<file path="src/rtl/data_mem_arbiter_pkg.sv">
// rtl/data_mem_arbiter_pkg.sv - shared types, owner ids, funct3 codes and access legality for data_mem_arbiter
package data_mem_arb_pkg;

    typedef enum logic [1:0] {
        IDLE   = 2'd0,
        ACCESS = 2'd1,
        RESP   = 2'd2
    } state_t;

    localparam logic OWNER_CPU = 1'b0;
    localparam logic OWNER_DBG = 1'b1;

    localparam logic [2:0] F3_LB  = 3'b000;
    localparam logic [2:0] F3_LH  = 3'b001;
    localparam logic [2:0] F3_LW  = 3'b010;
    localparam logic [2:0] F3_LBU = 3'b100;
    localparam logic [2:0] F3_LHU = 3'b101;
    localparam logic [2:0] F3_SB  = 3'b000;
    localparam logic [2:0] F3_SH  = 3'b001;
    localparam logic [2:0] F3_SW  = 3'b010;

    // Unsigned loads have no store counterpart, so LBU/LHU encodings are rejected for stores.
    function automatic logic access_legal(input logic [2:0] funct3, input logic we,
                                          input logic [1:0] addr_lo);
        logic ok;
        case (funct3)
            F3_LB:   ok = 1'b1;
            F3_LH:   ok = ~addr_lo[0];
            F3_LW:   ok = (addr_lo == 2'b00);
            F3_LBU:  ok = ~we;
            F3_LHU:  ok = ~we & ~addr_lo[0];
            default: ok = 1'b0;
        endcase
        return ok;
    endfunction

endpackage

</file>
<file path="src/rtl/data_mem_arbiter_if.sv">
// rtl/data_mem_arbiter_if.sv - requester, response and memory-side signals of data_mem_arbiter
interface data_mem_arbiter_if;
    logic        cpu_req;
    logic        cpu_we;
    logic [2:0]  cpu_funct3;
    logic [31:0] cpu_endereco;
    logic [31:0] cpu_write_data;
    logic        cpu_gnt;
    logic        cpu_done;
    logic        cpu_err;
    logic [31:0] cpu_read_data;
    logic        cpu_stall;

    logic        dbg_req;
    logic        dbg_we;
    logic [2:0]  dbg_funct3;
    logic [31:0] dbg_endereco;
    logic [31:0] dbg_write_data;
    logic        dbg_gnt;
    logic        dbg_done;
    logic        dbg_err;
    logic [31:0] dbg_read_data;

    logic        mem_MemRead;
    logic        mem_MemWrite;
    logic [2:0]  mem_funct3;
    logic [31:0] mem_endereco;
    logic [31:0] mem_write_data;
    logic [31:0] mem_read_data;

    // master: the arbiter, which owns the memory strobes and the responses
    modport master (
        input  cpu_req, cpu_we, cpu_funct3, cpu_endereco, cpu_write_data,
               dbg_req, dbg_we, dbg_funct3, dbg_endereco, dbg_write_data, mem_read_data,
        output cpu_gnt, cpu_done, cpu_err, cpu_read_data, cpu_stall,
               dbg_gnt, dbg_done, dbg_err, dbg_read_data,
               mem_MemRead, mem_MemWrite, mem_funct3, mem_endereco, mem_write_data
    );

    modport slave (
        output cpu_req, cpu_we, cpu_funct3, cpu_endereco, cpu_write_data,
               dbg_req, dbg_we, dbg_funct3, dbg_endereco, dbg_write_data, mem_read_data,
        input  cpu_gnt, cpu_done, cpu_err, cpu_read_data, cpu_stall,
               dbg_gnt, dbg_done, dbg_err, dbg_read_data,
               mem_MemRead, mem_MemWrite, mem_funct3, mem_endereco, mem_write_data
    );
endinterface

</file>
<file path="src/rtl/data_mem_arbiter_rr_arbiter2.sv">
// rtl/data_mem_arbiter_rr_arbiter2.sv - two-way round-robin pick between CPU (bit 0) and DBG (bit 1)
module rr_arbiter2
    import data_mem_arb_pkg::*;
(
    input  logic [1:0] req,
    input  logic       last_owner,
    output logic [1:0] gnt,
    output logic       winner
);
    always_comb begin
        winner = OWNER_CPU;
        if (req == 2'b11) begin
            winner = ~last_owner;
        end else if (req[1]) begin
            winner = OWNER_DBG;
        end
        gnt = 2'b00;
        if (req != 2'b00) begin
            gnt = (winner == OWNER_DBG) ? 2'b10 : 2'b01;
        end
    end
endmodule

</file>
<file path="src/rtl/data_mem_arbiter.sv">
// rtl/data_mem_arbiter.sv - shares the single-port data memory between the CPU and the debug/loader port
module data_mem_arbiter
    import data_mem_arb_pkg::*;
#(
    parameter int unsigned MEM_LATENCY = 1
) (
    input  logic               clock,
    input  logic               reset,
    data_mem_arbiter_if.master bus
);
    localparam logic [2:0] CNT_LOAD = 3'(MEM_LATENCY - 1);

    state_t      state;
    state_t      state_n;
    logic [2:0]  cnt;
    logic        owner;
    logic        last_owner;
    logic        we_q;
    logic        err_q;
    logic [2:0]  f3_q;
    logic [31:0] addr_q;
    logic [31:0] wdata_q;
    logic [31:0] rd_q;

    logic [1:0]  arb_gnt;
    logic        winner;
    logic        win_we;
    logic [2:0]  win_funct3;
    logic [31:0] win_addr;
    logic [31:0] win_wdata;
    logic        win_legal;
    logic        accept;

    rr_arbiter2 u_rr (
        .req        ({bus.dbg_req, bus.cpu_req}),
        .last_owner (last_owner),
        .gnt        (arb_gnt),
        .winner     (winner)
    );

    assign win_we     = (winner == OWNER_DBG) ? bus.dbg_we         : bus.cpu_we;
    assign win_funct3 = (winner == OWNER_DBG) ? bus.dbg_funct3     : bus.cpu_funct3;
    assign win_addr   = (winner == OWNER_DBG) ? bus.dbg_endereco   : bus.cpu_endereco;
    assign win_wdata  = (winner == OWNER_DBG) ? bus.dbg_write_data : bus.cpu_write_data;
    assign win_legal  = access_legal(win_funct3, win_we, win_addr[1:0]);
    assign accept     = (state == IDLE) && (arb_gnt != 2'b00);

    always_ff @(posedge clock or posedge reset) begin
        if (reset) begin
            state <= IDLE;
        end else begin
            state <= state_n;
        end
    end

    // Strobes decode from state, so an asynchronous reset drops them immediately.
    always_comb begin
        state_n          = state;
        bus.cpu_gnt      = 1'b0;
        bus.dbg_gnt      = 1'b0;
        bus.cpu_done     = 1'b0;
        bus.dbg_done     = 1'b0;
        bus.cpu_err      = 1'b0;
        bus.dbg_err      = 1'b0;
        bus.mem_MemRead  = 1'b0;
        bus.mem_MemWrite = 1'b0;
        case (state)
            IDLE: begin
                bus.cpu_gnt = arb_gnt[0];
                bus.dbg_gnt = arb_gnt[1];
                if (arb_gnt != 2'b00) begin
                    state_n = win_legal ? ACCESS : RESP;
                end
            end
            ACCESS: begin
                bus.mem_MemRead  = ~we_q;
                bus.mem_MemWrite = we_q & (cnt == CNT_LOAD);
                if (cnt == 3'd0) begin
                    state_n = RESP;
                end
            end
            RESP: begin
                bus.cpu_done = (owner == OWNER_CPU);
                bus.dbg_done = (owner == OWNER_DBG);
                bus.cpu_err  = (owner == OWNER_CPU) & err_q;
                bus.dbg_err  = (owner == OWNER_DBG) & err_q;
                state_n      = IDLE;
            end
            default: state_n = IDLE;
        endcase
        bus.cpu_stall = (bus.cpu_req & ~((state == IDLE) & arb_gnt[0]))
                      | ((state != IDLE) & (owner == OWNER_CPU));
    end

    always_ff @(posedge clock or posedge reset) begin
        if (reset) begin
            cnt        <= 3'd0;
            owner      <= OWNER_CPU;
            last_owner <= OWNER_DBG;
            we_q       <= 1'b0;
            err_q      <= 1'b0;
            f3_q       <= 3'd0;
            addr_q     <= 32'd0;
            wdata_q    <= 32'd0;
            rd_q       <= 32'd0;
        end else begin
            if (accept) begin
                owner      <= winner;
                last_owner <= winner;
                we_q       <= win_we;
                err_q      <= ~win_legal;
                f3_q       <= win_funct3;
                addr_q     <= win_addr;
                wdata_q    <= win_wdata;
                cnt        <= win_legal ? CNT_LOAD : 3'd0;
            end else if ((state == ACCESS) && (cnt != 3'd0)) begin
                cnt <= cnt - 3'd1;
            end
            // Stores leave the shared read-data register untouched.
            if ((state == ACCESS) && (cnt == 3'd0) && !we_q) begin
                rd_q <= bus.mem_read_data;
            end
        end
    end

    assign bus.mem_funct3     = f3_q;
    assign bus.mem_endereco   = addr_q;
    assign bus.mem_write_data = wdata_q;
    assign bus.cpu_read_data  = rd_q;
    assign bus.dbg_read_data  = rd_q;
endmodule

</file>
<file path="src/flat_wrapper.sv">
// flat-port wrapper written by rule: the top's interface ports become plain ports
module data_mem_arbiter_flat import data_mem_arb_pkg::*;
#(
    parameter int unsigned MEM_LATENCY = 1
)
  (clock, reset, bus_cpu_req, bus_cpu_we, bus_cpu_funct3, bus_cpu_endereco, bus_cpu_write_data, bus_dbg_req, bus_dbg_we, bus_dbg_funct3, bus_dbg_endereco, bus_dbg_write_data, bus_mem_read_data, bus_cpu_gnt, bus_cpu_done, bus_cpu_err, bus_cpu_read_data, bus_cpu_stall, bus_dbg_gnt, bus_dbg_done, bus_dbg_err, bus_dbg_read_data, bus_mem_MemRead, bus_mem_MemWrite, bus_mem_funct3, bus_mem_endereco, bus_mem_write_data);
  data_mem_arbiter_if bus_i ();
  input  logic clock;
  input  logic reset;
  input wire logic [$bits(bus_i.cpu_req)-1:0] bus_cpu_req;
  input wire logic [$bits(bus_i.cpu_we)-1:0] bus_cpu_we;
  input wire logic [$bits(bus_i.cpu_funct3)-1:0] bus_cpu_funct3;
  input wire logic [$bits(bus_i.cpu_endereco)-1:0] bus_cpu_endereco;
  input wire logic [$bits(bus_i.cpu_write_data)-1:0] bus_cpu_write_data;
  input wire logic [$bits(bus_i.dbg_req)-1:0] bus_dbg_req;
  input wire logic [$bits(bus_i.dbg_we)-1:0] bus_dbg_we;
  input wire logic [$bits(bus_i.dbg_funct3)-1:0] bus_dbg_funct3;
  input wire logic [$bits(bus_i.dbg_endereco)-1:0] bus_dbg_endereco;
  input wire logic [$bits(bus_i.dbg_write_data)-1:0] bus_dbg_write_data;
  input wire logic [$bits(bus_i.mem_read_data)-1:0] bus_mem_read_data;
  output wire logic [$bits(bus_i.cpu_gnt)-1:0] bus_cpu_gnt;
  output wire logic [$bits(bus_i.cpu_done)-1:0] bus_cpu_done;
  output wire logic [$bits(bus_i.cpu_err)-1:0] bus_cpu_err;
  output wire logic [$bits(bus_i.cpu_read_data)-1:0] bus_cpu_read_data;
  output wire logic [$bits(bus_i.cpu_stall)-1:0] bus_cpu_stall;
  output wire logic [$bits(bus_i.dbg_gnt)-1:0] bus_dbg_gnt;
  output wire logic [$bits(bus_i.dbg_done)-1:0] bus_dbg_done;
  output wire logic [$bits(bus_i.dbg_err)-1:0] bus_dbg_err;
  output wire logic [$bits(bus_i.dbg_read_data)-1:0] bus_dbg_read_data;
  output wire logic [$bits(bus_i.mem_MemRead)-1:0] bus_mem_MemRead;
  output wire logic [$bits(bus_i.mem_MemWrite)-1:0] bus_mem_MemWrite;
  output wire logic [$bits(bus_i.mem_funct3)-1:0] bus_mem_funct3;
  output wire logic [$bits(bus_i.mem_endereco)-1:0] bus_mem_endereco;
  output wire logic [$bits(bus_i.mem_write_data)-1:0] bus_mem_write_data;
  assign bus_i.cpu_req = bus_cpu_req;
  assign bus_i.cpu_we = bus_cpu_we;
  assign bus_i.cpu_funct3 = bus_cpu_funct3;
  assign bus_i.cpu_endereco = bus_cpu_endereco;
  assign bus_i.cpu_write_data = bus_cpu_write_data;
  assign bus_i.dbg_req = bus_dbg_req;
  assign bus_i.dbg_we = bus_dbg_we;
  assign bus_i.dbg_funct3 = bus_dbg_funct3;
  assign bus_i.dbg_endereco = bus_dbg_endereco;
  assign bus_i.dbg_write_data = bus_dbg_write_data;
  assign bus_i.mem_read_data = bus_mem_read_data;
  assign bus_cpu_gnt = bus_i.cpu_gnt;
  assign bus_cpu_done = bus_i.cpu_done;
  assign bus_cpu_err = bus_i.cpu_err;
  assign bus_cpu_read_data = bus_i.cpu_read_data;
  assign bus_cpu_stall = bus_i.cpu_stall;
  assign bus_dbg_gnt = bus_i.dbg_gnt;
  assign bus_dbg_done = bus_i.dbg_done;
  assign bus_dbg_err = bus_i.dbg_err;
  assign bus_dbg_read_data = bus_i.dbg_read_data;
  assign bus_mem_MemRead = bus_i.mem_MemRead;
  assign bus_mem_MemWrite = bus_i.mem_MemWrite;
  assign bus_mem_funct3 = bus_i.mem_funct3;
  assign bus_mem_endereco = bus_i.mem_endereco;
  assign bus_mem_write_data = bus_i.mem_write_data;
  data_mem_arbiter #(.MEM_LATENCY(MEM_LATENCY)) u_core (.clock(clock), .reset(reset), .bus(bus_i));
endmodule
</file>
<file path="config.mk">
export PLATFORM = sky130hd
export DESIGN_NAME = data_mem_arbiter_flat
export DESIGN_NICKNAME = d
export VERILOG_FILES = /design/src/rtl/data_mem_arbiter_pkg.sv /design/src/rtl/data_mem_arbiter_if.sv /design/src/rtl/data_mem_arbiter_rr_arbiter2.sv /design/src/rtl/data_mem_arbiter.sv /design/src/flat_wrapper.sv
export SDC_FILE = /design/constraint.sdc
export NUM_CORES = 1
export LEC_CHECK = 0
export CELL_PAD_IN_SITES_DETAIL_PLACEMENT = 0
export CELL_PAD_IN_SITES_GLOBAL_PLACEMENT = 1
export CORE_AREA = 4 4 137 139
export CTS_CLUSTER_DIAMETER = 100
export CTS_CLUSTER_SIZE = 10
export DETAILED_ROUTE_END_ITERATION = 8
export DIE_AREA = 0 0 141 143
export PLACE_DENSITY = 0.84
export SLEW_MARGIN = 20
export SYNTH_ARGS = -nofsm -noshare
export SYNTH_HDL_FRONTEND = slang
export SYNTH_SLANG_ARGS = --single-unit
</file>
<file path="constraint.sdc">
create_clock -name clock -period 7.5 [get_ports clock]
set_clock_uncertainty 0.05 [all_clocks]
set_input_delay 0.75 -clock clock [delete_from_list [all_inputs] [get_ports clock]]
set_output_delay 0.75 -clock clock [all_outputs]
set_load 0.1 [all_outputs]
</file>
==> impl_metrics.tcl <==
set metrics [dict create \
    synth_cell_type_count 37 \
    viasPerCell 4.481 \
    cts_tree "built" \
    finalHoldViolations 0 \
    totalWireLength_mm 15.29 \
    antenna_found_initial 0 \
    cp-startpoint "bus_dbg_req" \
    ant_nets 0 \
    timing.fmax_mhz 230.7 \
    reg2reg_slack_ns 4.77 \
    root_buffer "clkbuf_16" \
    critPathCaptureType "primary output" \
    timing.rr.start "u_core.last_owner" \
    drcViolationCount 0 \
    async_reset_ff_share_pct 100.0 \
    syn_nets 620 \
    grt.overflow.total 0 \
    outcome "finished, final reports clean" \
    cp_common_cell "clkdlybuf4s50_1" \
    worstSetupStartpointType "input pin" \
    utilization_pct 47.39 \
    rsz0062_at_grt "no" \
    place.gp.congestion 0.8372 \
    finalSetupTns_ns 0 \
    ff2ff_path_depth 5 \
    worst_slew_pin_slew_ns 1.079 \
    final_cell_mix "311 x clkdlybuf4s50_1, 107 x dfrtp_1, 70 x nand2_1, 68 x mux2i_1, 56 x o21ai_0" \
    dp_cells 932 \
    die_area_mm2 0.02016 \
    synthCells 446 \
    worstHoldPathType "flip-flop to flip-flop" \
    ys_ff_latch 108 \
    post-cts-setup-buffers 0 \
    layout-drive-gt1-share_pct 8.067 \
    cp.required_ns 6.70 \
    syn_avg_cell_area_um2 11.27 \
    dpl.hpwl_mm 12.29 \
    avgRoutedWirePerCell_um 16.13 \
    syn-cell-area_mm2 0.005029 \
    areaGrowthSynthToFinish_pct 66.38 \
    drv_slew 0 \
    cts_buffer_depth 2 \
    dpl_worst_slack_ns 3.165 \
    drt_iter0_markers 110 \
    r2r_end "u_core.err_q" \
    track_usage_pct 14.57 \
    drt_pass1_iterations 4 \
    grt_pass1_wl_mm 23.26 \
    post-route-min-period_ns 4.335 \
    crit_slowest_cell "clkdlybuf4s50_1" \
    fin_ws_ns 3.165 \
    cts_buffers 9 \
    num_rows 49 \
    fin_nets 888 \
    die_w_um 141 \
    grt_pass1_vias 4383 \
    io_buffers 311 \
    die_y_um 143 \
    cap_violations 0 \
    post_cts_resized 0 \
    clk_latency_ns 0.35 \
    cts_num_sinks 108 \
    slew_headroom_pct 27.86 \
    design.core.area_mm2 0.01766 \
    final_common_cell "clkdlybuf4s50_1" \
    clkTransAtPathRegs_ns 0.07 \
    top_level_ports 312 \
    synth_edf_count 0 \
    min_from "u_core.bus.mem_endereco[16]" \
    hold_buffers 0 \
    ys_seq_area_share_pct 53.77 \
    n_antenna_cell 0 \
    cts_htree_levels 3 \
    crit_end "bus_cpu_stall" \
    yosysWarningCount 0 \
    start_util_pct 28.48 \
    finalCritPeriodShare_pct 57.80 \
    cp_cell_sequence "clkdlybuf4s50_1 -> a21boi_4 -> nand2_1 -> a21oi_1 -> clkdlybuf4s50_1" \
    grt_max_degree 87 \
    num_vias 4248 \
    finalSetupViolCount 0 \
    slowest_delay_ns 1.16 \
    path_class "input pin to primary output" \
    final_cells 948 \
    crit_fanout 21 \
    arrival_ns 3.54 \
    ys.flop_type "dfrtp_1" \
]
## synthesized netlist by cell type, types with 3 or more instances
cell | number | share of area, %
dfrtp_1 | 107 | 53
nand2_1 | 70 | 5.2
mux2i_1 | 68 | 14
o21ai_0 | 56 | 5.6
buf_4 | 41 | 6.1
mux2_2 | 31 | 6.9
o21ai_1 | 15 | 1.5
buf_2 | 9 | 0.90
nor2_1 | 6 | 0.45
clkbuf_1 | 5 | 0.37
inv_1 | 4 | 0.30
and2_1 | 3 | 0.37
## how the worst min path moves through the flow
stage,endpoint,slack [ns],depth (start not counted)
2_1_floorplan,u_core.err_q,0.42,1
3_3_place_gp,u_core.bus.mem_endereco[7],0.41,2
3_5_place_dp,u_core.bus.mem_write_data[16],0.42,2
4_1_cts,u_core.bus.mem_write_data[2],0.44,2
5_1_grt,u_core.bus.mem_write_data[16],0.46,2
6_report,u_core.bus.mem_endereco[16],0.43,2
## per-stage QoR
| step | hold WS, ns | cell area (µm²) |
|---|---|---|
| floorplan | 0.4192 | 5029 |
| global placement | 0.4130 | 8082 |
| detailed placement | 0.4202 | 8082 |
| CTS | 0.4366 | 8367 |
| global route | 0.4565 | 8367 |
| finish | 0.4287 | 8367 |
## registers in the layout, indices dropped and copies added (netlist names), 2 cells and up
signal and count:
u_core.bus.cpu_read_data 32, u_core.bus.mem_endereco 32, u_core.bus.mem_write_data 32, u_core.bus.mem_funct3 3
u_core.cnt 3, u_core.state 2
## cells by family after synthesis
| logic type | Yosys count | share of synthesized area (%) |
|---|---|---|
| muxes | 100 | 20.70 |
| AOI/OAI and AO/OA | 83 | 8.982 |
| buffers and inverters | 62 | 8.310 |
| and+or+nand+nor | 90 | 7.564 |
| xor gates and xnor gates | 1 | 0.1742 |
| adders and majority gates | 2 | 0.4976 |
| DFF | 108 | 53.77 |
## layer usage
layer | share of wire [%] | track usage, %
met5 | 0 | 0
met3 | 9.0 | 4.956
met2 | 51 | 25.96
met1 | 37 | 15.99
met4 | 2.2 | 5.813
## cell type report
type | instances | area, µm²
repair buffers | 315 | 3143
flip-flops and latches | 108 | 2704
well taps | 229 | 286.5
inverters | 4 | 17.52
clock inverters | 6 | 46.29
multi-input cells | 276 | 1931
fillers | 1585 | 9290
clock buffers | 10 | 239.0
## worst max-delay path: cells and delay by family
| kind | cells | cell delay [ns] |
|---|---|---|
| buffers and inverters | 2 | 1.71 |
| AOI/OAI and AO/OA | 2 | 0.93 |
| and+or+nand+nor | 1 | 0.12 |
Power is left out: the tool's default activity adds up to more than one toggle a clock period on the data nets, which glitch-free logic cannot reach.
